$ cat config.mk
export PLATFORM = sky130hd
export DESIGN_NAME = hilo_div
export DESIGN_NICKNAME = d
export VERILOG_FILES = /design/src/rtl/hilo_div.sv
export SDC_FILE = /design/constraint.sdc
export NUM_CORES = 1
export LEC_CHECK = 0
export CAP_MARGIN = 15
export CELL_PAD_IN_SITES_DETAIL_PLACEMENT = 1
export CELL_PAD_IN_SITES_GLOBAL_PLACEMENT = 1
export CORE_ASPECT_RATIO = 1.1
export CORE_MARGIN = 2
export CORE_UTILIZATION = 43
export CTS_BUF_LIST = sky130_fd_sc_hd__clkbuf_4 sky130_fd_sc_hd__clkbuf_8
export CTS_CLUSTER_SIZE = 16
export DETAILED_ROUTE_END_ITERATION = 10
export GPL_TIMING_DRIVEN = 0
export PLACE_DENSITY_LB_ADDON = 0.1
export SLEW_MARGIN = 20
export SYNTH_ARGS = -nofsm -noshare
export SYNTH_HDL_FRONTEND = slang
export SYNTH_SLANG_ARGS = --single-unit
$ cat constraint.sdc
create_clock -name clk -period 4.2 [get_ports clk]
set_clock_uncertainty 0.1 [all_clocks]
set_input_delay 0.42 -clock clk [delete_from_list [all_inputs] [get_ports clk]]
set_output_delay 0.42 -clock clk [all_outputs]
set_load 0.05 [all_outputs]
$ cat src/rtl/hilo_div.sv
// ---------------------------------------------------------------------------
// hilo_div : 32-bit radix-2 restoring divider feeding the HI/LO write path
// Rev 1.0
// ---------------------------------------------------------------------------
`default_nettype none

module hilo_div (
    input  logic        clk,
    input  logic        rst_n,
    input  logic        start_i,
    input  logic        signed_i,
    input  logic [31:0] opdata1_i,
    input  logic [31:0] opdata2_i,
    input  logic        annul_i,
    output logic [63:0] result_o,
    output logic        ready_o,
    output logic        stall_req_o
);

    localparam logic [1:0] ST_IDLE    = 2'd0;
    localparam logic [1:0] ST_BYZERO  = 2'd1;
    localparam logic [1:0] ST_ON      = 2'd2;
    localparam logic [1:0] ST_END     = 2'd3;
    localparam logic [5:0] ITERATIONS = 6'd32;

    logic [1:0]  state;
    logic [1:0]  state_nxt;
    logic [5:0]  cnt;
    logic [5:0]  cnt_nxt;
    logic [64:0] dividend;
    logic [64:0] dividend_nxt;
    logic [31:0] divisor;
    logic [31:0] divisor_nxt;
    logic        neg_quot;
    logic        neg_quot_nxt;
    logic        neg_rem;
    logic        neg_rem_nxt;
    logic [63:0] result_nxt;
    logic        ready_nxt;

    logic        accept;
    logic [31:0] abs_op1;
    logic [31:0] abs_op2;
    logic [32:0] diff;
    logic [31:0] quot_fix;
    logic [31:0] rem_fix;

    assign accept      = start_i & ~annul_i;
    assign abs_op1     = (signed_i & opdata1_i[31]) ? (32'd0 - opdata1_i) : opdata1_i;
    assign abs_op2     = (signed_i & opdata2_i[31]) ? (32'd0 - opdata2_i) : opdata2_i;
    assign diff        = {1'b0, dividend[63:32]} - {1'b0, divisor};
    assign quot_fix    = neg_quot ? (32'd0 - dividend[31:0])  : dividend[31:0];
    assign rem_fix     = neg_rem  ? (32'd0 - dividend[64:33]) : dividend[64:33];
    assign stall_req_o = start_i & ~ready_o & ~annul_i;

    // State register
    always_ff @(posedge clk) begin
        if (!rst_n) begin
            state <= ST_IDLE;
        end else begin
            state <= state_nxt;
        end
    end

    // Next-state logic; annul always wins over progress
    always_comb begin
        state_nxt = state;
        case (state)
            ST_IDLE: begin
                if (accept) begin
                    state_nxt = (opdata2_i == 32'd0) ? ST_BYZERO : ST_ON;
                end
            end
            ST_BYZERO: begin
                state_nxt = annul_i ? ST_IDLE : ST_END;
            end
            ST_ON: begin
                if (annul_i) begin
                    state_nxt = ST_IDLE;
                end else if (cnt == ITERATIONS) begin
                    state_nxt = ST_END;
                end
            end
            ST_END: begin
                if (annul_i || !start_i) begin
                    state_nxt = ST_IDLE;
                end
            end
            default: state_nxt = ST_IDLE;
        endcase
    end

    // Datapath and registered-output next values
    always_comb begin
        cnt_nxt      = cnt;
        dividend_nxt = dividend;
        divisor_nxt  = divisor;
        neg_quot_nxt = neg_quot;
        neg_rem_nxt  = neg_rem;
        result_nxt   = result_o;
        ready_nxt    = ready_o;
        case (state)
            ST_IDLE: begin
                result_nxt = 64'd0;
                ready_nxt  = 1'b0;
                if (accept) begin
                    cnt_nxt      = 6'd0;
                    dividend_nxt = {32'd0, abs_op1, 1'b0};
                    divisor_nxt  = abs_op2;
                    neg_quot_nxt = signed_i & (opdata1_i[31] ^ opdata2_i[31]);
                    neg_rem_nxt  = signed_i & opdata1_i[31];
                end
            end
            ST_BYZERO: begin
                result_nxt = 64'd0;
                ready_nxt  = 1'b0;
            end
            ST_ON: begin
                if (annul_i) begin
                    result_nxt = 64'd0;
                    ready_nxt  = 1'b0;
                end else if (cnt == ITERATIONS) begin
                    result_nxt = {rem_fix, quot_fix};
                    ready_nxt  = 1'b1;
                end else begin
                    // Restore by simply not committing a negative trial subtraction
                    if (diff[32]) begin
                        dividend_nxt = {dividend[63:0], 1'b0};
                    end else begin
                        dividend_nxt = {diff[31:0], dividend[31:0], 1'b1};
                    end
                    cnt_nxt = cnt + 6'd1;
                end
            end
            ST_END: begin
                if (annul_i || !start_i) begin
                    result_nxt = 64'd0;
                    ready_nxt  = 1'b0;
                end else begin
                    ready_nxt  = 1'b1;
                end
            end
            default: begin
                result_nxt = 64'd0;
                ready_nxt  = 1'b0;
            end
        endcase
    end

    always_ff @(posedge clk) begin
        if (!rst_n) begin
            cnt      <= 6'd0;
            dividend <= 65'd0;
            divisor  <= 32'd0;
            neg_quot <= 1'b0;
            neg_rem  <= 1'b0;
            result_o <= 64'd0;
            ready_o  <= 1'b0;
        end else begin
            cnt      <= cnt_nxt;
            dividend <= dividend_nxt;
            divisor  <= divisor_nxt;
            neg_quot <= neg_quot_nxt;
            neg_rem  <= neg_rem_nxt;
            result_o <= result_nxt;
            ready_o  <= ready_nxt;
        end
    end

endmodule

`default_nettype wire

Word-level counts from Yosys, hierarchy flattened

Index checks and enable logic that the tools add are counted.
W data, S select, Z words.

Register bits after elaboration: 172
Input port bits: 69
Output and inout port bits: 66
Word-level logic and storage cells: 70

$add $sub $neg: 6
Equal/unequal tests: 9
Mux-type cells: 28
Bitwise logic cells: 9
Reduce and logical (&&, ||, !) cells: 10

Operator list:

| operator                | count |
|---|---|
| $mux W65                | 4 |
| $mux W64                | 3 |
| $pmux W64 S3            | 1 |
| $pmux W65 S2            | 1 |
| $mux W32                | 4 |
| $sub A1 B32 Y32 const A | 4 |
| $sub A32 B32 Y33        | 1 |
| $logic_not A32 Y1       | 1 |
| $mux W6                 | 3 |
| $mux W2                 | 6 |
| $pmux W6 S2             | 1 |
| $ne A2 B2 Y1 const B    | 4 |
| $pmux W2 S4             | 1 |
| $add A6 B1 Y6 const B   | 1 |
| $and A1 B1 Y1           | 6 |
| $eq A6 B6 Y1 const B    | 1 |
| $eq A2 B2 Y1 const B    | 2 |
| $reduce_and A2 Y1       | 2 |
| $reduce_and A4 Y1       | 1 |
| $mux W1                 | 3 |
| $ne A3 B3 Y1 const B    | 1 |
| $pmux W1 S3             | 1 |
| $reduce_and A3 Y1       | 1 |
| $eq A2 B1 Y1 const B    | 1 |
| 7 further kinds         | 8 |

Depth between registers and ports, before layout

Gate-level depths: netlist of run 1.

Word-level depth: 5
Mapped depth: 13
Gate-level depth less buffers: 12

Worst setup path before layout of run 1

No wires, ideal clock.

Path type: register to register
Start point: register dividend[32]
End point: register dividend[46]
Setup time: 0.122 ns
Data arrival time: 2.739 ns
Required time: 3.978 ns
Slack: 1.239 ns
Cell stages (with the launch flop): 14
Path buffers: 1
Clock period less this slack: 2.961 ns
Path through: dfxtp_1 -> inv_1 -> ha_1 -> fa_1 -> nand2b_1 -> a21oi_1 -> o211ai_2 -> o21a_1 -> o221a_2 -> o21ai_2 -> a311oi_4 -> buf_2 -> a32oi_1 -> o21ai_1

Word-level cells in the longest chain between the ends: 5

Ends and longest elaborated chain:

| element                  | RTL line | source |
|---|---|---|
| start: declaration       | 30       | `logic [64:0] dividend;` |
| start signal: assignment | 161      | `dividend <= dividend_nxt;` |
| $sub A32 B32 Y33         | 51       | `assign diff = {1'b0, dividend[63:32]} - {1'b0, divisor};` |
| $mux W65                 | 127      | `if (diff[32]) begin` |
| $mux W65                 | 122      | `end else if (cnt == ITERATIONS) begin` |
| $mux W65                 | 119      | `if (annul_i) begin` |
| $pmux W65 S2             | 102      | `case (state)` |

No other way between the ends. The select of a mux whose other input is x is not followed.
A chain may end at the register's enable or synchronous reset.

Worst setup path in the final report of run 1

Start point: register dividend[37]
End point: register dividend[56]

The elaborated chain is that of the path after synthesis.

==> run metrics, run 1 <==
outcome finished, final reports clean; Synth Flop Type dfxtp_1; crit path DAT 3900 ps; DR DRC count 0; #FFs+latches synth 172; clk_lat worst skew 470 ps; clock buffer depth 2; TritonRoute pass-1 iters 7; DIE HEIGHT 172 um; Antenna Nets Post-Route 0; vias per cell 5.51; Initial Util 43.7%; Startpoint Class flop; post-DR wirelength/cell 18.4 um; final instance area 0.0132 sq mm; vias in the first global route 10682; worst hold margin 357 ps; Initial DRC Count 380; Antenna diodes 0; Final WS setup 541 ps; Setup TNS 0 ps; dpl cell area 0.0128 sq mm; area of the core 0.0253 sq mm; required time worst endpoint 4440 ps; Post-synth EDFFs 0; max_slew headroom 34.8%; RePlAce Congestion 0.916; period utilization 87.1%; H-Tree Depth 4; critical path fanouts, max 10; Mean Syn Cell Area 7.78 sq um; Layout area overhead 19.6%; crit path kind flop to flop; Worst Setup End Kind flop; clock-pin slew on the worst setup and hold paths 100 ps; GRT overflow 0; IO Pins 135; CP Buf/Inv Count 1; DRT Wirelength 35.6 mm; HP Class flop to flop; register area share after synthesis 31.2%; Netlist cell types 70; first-pass GRT wire length 55.8 mm; Peak Freq 0.273 GHz; LEAKAGE 5.22 nW; postcts setup bufs 0; Slew Viols, Final 0; Synth Instances 1419; final hold vios 0; Root Buffer clkbuf_8; Mapped Area 0.0110 sq mm; Final nets 1684; largest net degree at the start of global routing 17; vias 10641; peak supply drop 0.185 mV; Synth Net Count 1531; critical path, cell by cell ha_1 > a21o_1 > a211o_1 > o211ai_2 > o21a_1 > o221a_2 > o21ai_2 > a311oi_4 > buf_6 > mux2i_1 > o21ai_1; row count 61; TritonCTS clock tree yes; fraction of layout instances using a drive strength above 1 3.85%; Worst-Margin Slew 953 ps; Die ar. 0.0270 sq mm; CP top delay family compound AO/OA/AOI/OAI gates; CTS buffer count 17; yosys warns 0; critical path's slowest cell a311oi_4; dpl hpwl 28.2 mm; Synth async-reset ratio 0%; setup slack after placement 576 ps; initial antenna violation count 1; Fill cells 3187; RSZ-0062 raised after global routing no; GRT Util Overall 26.3%; Tmin final 3660 ps; endpoints failing setup 0; width of the die 157 um; CTS resizes 0; Pwr per Cell Area 417 mW/mm^2; # port buffers 134; total power draw 0.00551 W; cts hold-fix bufs 0; clk sink count 172; Worst path max stage delay 640 ps; number of max-cap violations 0
## cells in the final DEF (no fill, tap or decap), types with 12 or more instances in the layout
master / instances
clkbuf_1: 72
nor2b_1: 38
nand3_1: 18
nor4_1: 12
nand2_1: 237
nor2_1: 58
o211a_1: 26
dfxtp_1: 172
a21o_1: 12
a21boi_0: 32
o21ai_1: 35
xor2_1: 77
a21oi_1: 72
xnor2_1: 69
a32oi_1: 13
o21ai_0: 118
inv_1: 57
clkdlybuf4s50_1: 134
mux2i_1: 19
or3_1: 21
a22oi_1: 19
nor3_1: 27
and2_1: 20
nand2b_1: 12
o31ai_1: 27
ha_1: 42
clkbuf_8: 17
## layer usage
metal,up-vias,share of wire [%],track usage [%]
li1,5276,-,-
met1,5143,42,29.5
met2,176,53,51.1
met3,44,3.4,3.21
met4,2,2.2,8.14
met5,-,0.034,0
## flip-flops by register name, summed over array words and instances, names as in the netlist
name / flops
cnt: 6
dividend: 65
divisor: 32
neg_quot: 1
neg_rem: 1
ready_o: 1
result_o: 64
state: 2
## path summary, 6_finish.rpt
kind | startpoint | endpoint | slack (ps) | cells after the start
hold reg to reg | result_o[21] | result_o[21] | 360 | 2
setup / recovery | dividend[37] | dividend[56] | 540 | 11
hold / removal | result_o[21] | result_o[21] | 360 | 2
setup reg to reg | dividend[37] | dividend[56] | 540 | 11
## power breakdown
group,leakage (nW),switching [W],total (W),internal (W)
combinational,3.64,0.00149,0.00238,0.000886
clock,0.184,0.000678,0.00117,0.000488
sequential,1.39,0.000180,0.00197,0.00179
## tightest hold or removal path, stage by stage, from the launching register on
cell     delay [ps]
dfxtp_1         330
nand2_1          50
o21ai_1          50
## cell families after synthesis
logic type      after synthesis  synth area share, %
simple gates                488                 21.1
fa+ha+maj                    43                 4.94
flops                       172                 31.2
buf+inv                     138                 4.92
compound gates              411                 24.4
xor+xnor                    146                 11.6
mux                          21                 1.93
## final cells by class
class                   instances  area, sq um  area share, %
clock inverters                14          139           1.05
inverters                      57          214           1.62
flip-flops and latches        172         3440           26.1
clock buffers                  18          241           1.83
plain buffers                  81          329           2.49
multi-input cells            1109         7070           53.5
repair buffers                134         1340           10.2
well taps                     346          433           3.28
## synthesized netlist by cell type, drive strengths merged, types with 5 or more instances
cell type,n,area share [%]
a21boi,34,2.3
or3,21,1.2
inv,57,1.9
o41ai,12,1.0
and3,7,0.40
o21ai,154,7.0
clkbuf,72,2.4
o31ai,28,1.9
a21oi,75,3.5
nand2,237,8.1
nor3,28,1.3
xnor2,69,5.5
a32oi,13,1.0
mux2i,19,1.7
nand3,18,0.82
xor2,77,6.1
nand2b,16,1.2
or2,5,0.28
or4,8,0.54
a31oi,6,0.34
buf,9,0.53
and2,21,1.2
nor2b,38,2.2
a21o,12,0.82
dfxtp,172,31
nand4,11,0.62
nor4,14,0.93
ha,42,4.8
nor2,58,2.0
a22oi,19,1.3
o211a,26,2.4
## through the flow
stage	utilization, %	cells
after floorplan	-	1419
after global placement	50.8	1899
after detailed placement	50.8	1899
after CTS	52.3	1931
after global routing	52.3	1931
final	52.3	1931
(Power assumes the default switching activity.)
==> run 2: changes to the inputs <==
Settings changed: ABC_AREA set to 1, CORE_UTILIZATION 43 to 41.
==> run 2 against run 1 <==
  * Setup slack better by 640 ps
  * Via count is 41% higher
  * Sequential power is 8% higher
  * Register-to-register slack better by 640 ps
  * Combinational power is 67% higher
  * Synthesized cell count is 57% higher
  * Final cell count is 45% higher
  * Worst hold slack better by 13 ps
  * Die area is 24% higher
  * Largest power group unchanged
==> run metrics, run 2 <==
Layout area overhead 17.1%; # port buffers 134; initial antenna violation count 1; r2r setup slk 1180 ps; DIE HEIGHT 192 um; most common cell in the netlist nand2_1; Mean Syn Cell Area 5.91 sq um; clock buffer depth 2; Commonest cells post-synth nand2_1, inv_1, nand3_1, a21oi_1, nor2_1; LEAKAGE 7.23 nW; Mapped Area 0.0131 sq mm; outcome finished, final reports clean; H-Tree Depth 4; Fill cells 4474; width of the die 175 um; Regs by FF count dividend x65, result_o x64, divisor x32; Peak Freq 0.331 GHz; critical path fanouts, max 10; Netlist cell types 47; cts hold-fix bufs 0; worst reg2reg startpoint dividend[33]; HP Class flop to flop; Post-synth EDFFs 0; area of the core 0.0315 sq mm; max reg flops 65; Worst Hold Endpoint result_o[17]; mux share of post-synthesis cell area 0%; top cell type's share of synthesized area 26.2%; IO Pins 135; first-pass GRT wire length 82.3 mm; setup slack after placement 1240 ps; Final WS setup 1180 ps; combinational power share 54.5%; register area share after synthesis 26.2%; leading cell types in the layout, fill and taps excluded nand2_1, inv_1, nand3_1; Final nets 2486; Antenna Nets Post-Route 0; yosys warns 0; leading cell type in the layout, fill and taps excluded nand2_1; Most flops, register dividend; RePlAce Congestion 0.932; crit path launch dividend[33]; Synth Area in Compound Gates 14.9%; DRT Wirelength 53.1 mm; Root Buffer clkbuf_8; hold_sp result_o[17]; dpl hpwl 44.6 mm; largest family of logic cells by synthesized area simple AND/OR/NAND/NOR gates; endpoints failing setup 0; #FFs+latches synth 172; area of the multi-input gates 0.00807 sq mm; post-DR wirelength/cell 18.9 um; Synth async-reset ratio 0%; max_slew headroom 40.3%; final hold vios 0; Synth Instances 2221; CTS resizes 0; Startpoint Class flop; GRT Util Overall 31.5%; postcts setup bufs 0; Worst Setup End Kind flop; fraction of layout instances using a drive strength above 1 5.74%; Die ar. 0.0335 sq mm; GRT overflow 0; Synth Area in Simple Gates 38.6%; Synth Net Count 2333; switching pwr 0.00372 W; Slew Viols, Final 0; crit path DAT 3270 ps; internal power 0.00357 W; Pwr per Cell Area 474 mW/mm^2; CTS buffer count 17; Synth Flop Type dfxtp_1; Worst-Margin Slew 896 ps; Initial Util 41.7%; required time worst endpoint 4450 ps; clk sink count 172; number of max-cap violations 0; peak supply drop 0.200 mV; post-synth top area cell dfxtp_1; FF+latch area 0.00344 sq mm; Setup TNS 0 ps; vias in the first global route 15114; Clock power frac 16.4%; hold depth 2; switching share of power 51.1%; Tmin final 3020 ps; Antenna diodes 0; RSZ-0062 raised after global routing no; period utilization 71.8%; clk_lat worst skew 500 ps; largest net degree at the start of global routing 17; XOR/XNOR share of the synthesized area 3.87%; TritonCTS clock tree yes; Initial DRC Count 868; DR DRC count 0; clock-pin slew on the worst setup and hold paths 110 ps; TritonRoute pass-1 iters 5; adder-cell share of the synthesized area 4.16%; vias 14969; row count 68; crit path kind flop to flop; worst r2r dst dividend[54]; worst r2r path cells 15; vias per cell 5.33; ranking of synthesized cells by area dfxtp_1, nand2_1, nand3_1; sequential share of power 29.2%
run 2: worst max-delay path, cell delays in order, from the launching register on:
cell,delay [ps]
dfxtp_1,520
inv_1,210
fa_1,440
inv_1,140
nand3_1,100
nand3_1,150
nand2_1,110
nand2_4,100
nand2_4,60
nand2_4,70
nand2_4,100
nand2_4,180
buf_6,180
nand3_1,200
nand2_1,120
a21oi_1,80
run 2: worst max-delay path by stage:
stage / endpoint
floorplan: dividend[53]
detailed placement: divisor[22]
CTS: dividend[54]
global placement: divisor[22]
global route: dividend[58]
finish: dividend[54]
run 2: power by group through the flow:
stage          registers (W)  logic [W]  clock network (W)
3_3_place_gp         0.00214    0.00383                  0
4_1_cts              0.00212    0.00396            0.00120
2_1_floorplan        0.00215    0.00266                  0
6_report             0.00213    0.00397            0.00119
3_5_place_dp         0.00216    0.00394                  0
5_1_grt              0.00216    0.00441            0.00127
run 2: cell families after synthesis:
| logic type | after synthesis |
|---|---|
| AO/OA/AOI/OAI | 365 |
| XOR/XNOR | 58 |
| adder cells (fa/ha/maj) | 43 |
| buffers and inverters | 402 |
| flip-flops | 172 |
| AND/OR/NAND/NOR | 1181 |
run 2: final cells by class:
cell class / count / share of cell area [%]
multi-input combinational: 1647 / 52.5
tap: 420 / 3.42
clock buffer: 18 / 1.57
timing repair buffer: 134 / 8.73
inverter: 322 / 7.86
sequential: 172 / 22.4
buffer: 80 / 2.64
clock inverter: 14 / 0.895
run 2: metal layers:
metal / wire length [um] / GRT usage (%) / vias to the layer above
met4: 2020 / 12.5 / 0
li1: - / - / 7390
met1: 22800 / 38.6 / 7124
met5: 0 / 0 / -
met3: 2330 / 3.17 / 91
met2: 26000 / 56.8 / 364
run 2: stage by stage:
| stage | power, W | hold WS [ps] | instances | util, % | instance area (sq um) |
|---|---|---|---|---|---|
| 4_1_cts | 0.00727 | 372 | 2807 | 48.8 | 15400 |
| 3_3_place_gp | 0.00597 | 353 | 2775 | 47.6 | 15000 |
| 2_1_floorplan | 0.00481 | 357 | 2221 | - | 13100 |
| 5_1_grt | 0.00783 | 388 | 2807 | 48.8 | 15400 |
| 3_5_place_dp | 0.00610 | 357 | 2775 | 47.6 | 15000 |
| 6_report | 0.00729 | 370 | 2807 | 48.8 | 15400 |
==> run 3: changes to the inputs <==
Settings changed: CORE_UTILIZATION 41 to 37.
Clock period 4.2 ns to 2.73 ns, I/O delays scaled along.
==> run 3 against run 2 <==
  * First-iteration DRC count down 20%
  * Total power increased by 55%
  * Critical path depth is 1 higher
  * Design area is 0.61% higher
  * Final cell count increased by 0.93%
  * Via count shrank 0.91%
  * Non-clock buffer count is 2 higher
  * Wire length is 1.6% higher
  * Register-to-register slack worse by 1000 ps
  * Combinational power grew 56%
  * Sequential share of layout area decreased by 0.063 points
  * Setup slack got worse by 1000 ps
  * Largest power group unchanged
==> run metrics, run 3 (synthesis gave the netlist of run 2 again) <==
Antenna diodes 0; clk sink count 172; first-pass GRT wire length 82.9 mm; critical path's slowest cell fa_1; crit path DAT 2860 ps; fraction of layout instances using a drive strength above 1 6.49%; post-DR wirelength/cell 19.1 um; CTS buffer count 17; period utilization 94.8%; crit path launch dividend[32]; Post-Layout Cell Count 2833; final instance area 0.0155 sq mm; Worst-Margin Slew 836 ps; dpl cell area 0.0150 sq mm; required time worst endpoint 3000 ps; RePlAce Congestion 0.901; worst reg2reg startpoint dividend[32]; crit path kind flop to flop; peak supply drop 0.319 mV; RSZ-0062 raised after global routing no; clock buffer depth 2; row count 72; vias 14833; switching share of power 51.4%; IO Pins 135; Final nets 2488; leading cell type in the layout, fill and taps excluded nand2_1; DR DRC count 0; Startpoint Class flop; LEAKAGE 7.24 nW; Antenna Nets Post-Route 0; worst hold margin 300 ps; width of the die 184 um; Initial DRC Count 694; Fill cells 4876; Tmin final 2590 ps; switching pwr 0.00581 W; Regs by FF count dividend x65, result_o x64, divisor x32; leading cell types in the layout, fill and taps excluded nand2_1, inv_1, nand3_1; outcome finished, final reports clean; Initial Util 37.5%; area of the core 0.0350 sq mm; combinational power share 54.6%; Placed Cells 2799; critical path's most frequent cell nand2_4; clock-pin slew on the worst setup and hold paths 110 ps; H-Tree Depth 4; GRT Util Overall 29.2%; Clock power frac 16.2%; initial antenna violation count 0; largest net degree at the start of global routing 17; TritonCTS clock tree yes; max_slew headroom 44.3%; Worst path max stage delay 380 ps; Pwr per Cell Area 731 mW/mm^2; internal power 0.00550 W; DIE HEIGHT 202 um; worst r2r path cells 16; critical path, cell by cell inv_1 > ha_1 > fa_1 > inv_2 > nand3_1 > nand3_2 > nand2_1 > nand2_4 > nand2_4 > nand2_4 > nand2_4 > nand2_8 > buf_4 > o21ai_0 > nand3_1 > a21oi_1; Most flops, register dividend; hold depth 3; Layout area overhead 17.8%; total power draw 0.0113 W; critical path fanouts, max 9; DRT Wirelength 54.0 mm; Peak Freq 0.386 GHz; sequential share of power 29.2%; worst r2r dst dividend[46]; clk_lat worst skew 510 ps; vias in the first global route 14597; # port buffers 134; final hold vios 0; Die ar. 0.0370 sq mm; max reg flops 65; HP Class input port to flop; GRT overflow 0; number of max-cap violations 0; endpoints failing setup 0; TritonRoute pass-1 iters 5; vias per cell 5.24; Worst Setup End Kind flop; r2r setup slk 140 ps; Slew Viols, Final 0; crit path to dividend[46]; dpl hpwl 45.3 mm; Root Buffer clkbuf_8
-- run 3: worst max-delay path: cells and delay by family, from the launching register on --
family	cells	cell delay (ps)
AOI/OAI and AO/OA	2	260
adders and majority gates	2	590
buffers and inverters	3	290
DFF	1	360
and+or+nand+nor	9	850
-- run 3: layer usage --
layer	routed length, um	GRT usage, %	vias to the layer above
met5	0	0	-
met4	1500	9.54	0
met1	23300	35.6	7145
met3	1320	2.46	58
li1	-	-	7406
met2	27900	53.5	224
-- run 3: power groups by stage --
stage | combinational, W | sequential [W] | clock, W
detailed placement | 0.00612 | 0.00335 | 0
global placement | 0.00599 | 0.00334 | 0
floorplan | 0.00409 | 0.00331 | 0
finish | 0.00618 | 0.00330 | 0.00183
global route | 0.00690 | 0.00333 | 0.00195
CTS | 0.00616 | 0.00329 | 0.00186
-- run 3: layout make-up --
cell class | instances | area, sq um | area share [%]
clock buffers | 18 | 241 | 1.56
plain buffers | 80 | 409 | 2.65
clock inverters | 14 | 135 | 0.874
inverters | 322 | 1210 | 7.81
multi-input cells | 1647 | 8110 | 52.4
well taps | 444 | 556 | 3.59
flip-flops and latches | 172 | 3450 | 22.3
repair buffers | 136 | 1360 | 8.77
-- run 3: worst min-delay path by stage --
stage	start	to	slack (ps)
after floorplan	opdata1_i[31]	dividend[32]	330
after global placement	result_o[19]	result_o[19]	350
after detailed placement	result_o[19]	result_o[19]	360
after CTS	opdata2_i[0]	divisor[0]	280
after global routing	opdata2_i[0]	divisor[0]	340
final	opdata2_i[0]	divisor[0]	300
-- run 3: repair_timing --
action                     4_1_cts  5_1_grt
setup endpoints to repair       14       23
hold buffers                     0        0
setup buffers                    0        2
pin swaps                        0        1
gates resized for setup          4       14
-- run 3: through the flow --
step | setup TNS (ps) | utilization [%] | setup WS (ps)
floorplan | 0 | - | 476
global route | 0 | 44.1 | 4.68
global placement | -323 | 42.9 | -97.6
CTS | 0 | 44.0 | 36.3
finish | 0 | 44.1 | 142
detailed placement | -422 | 42.9 | -127
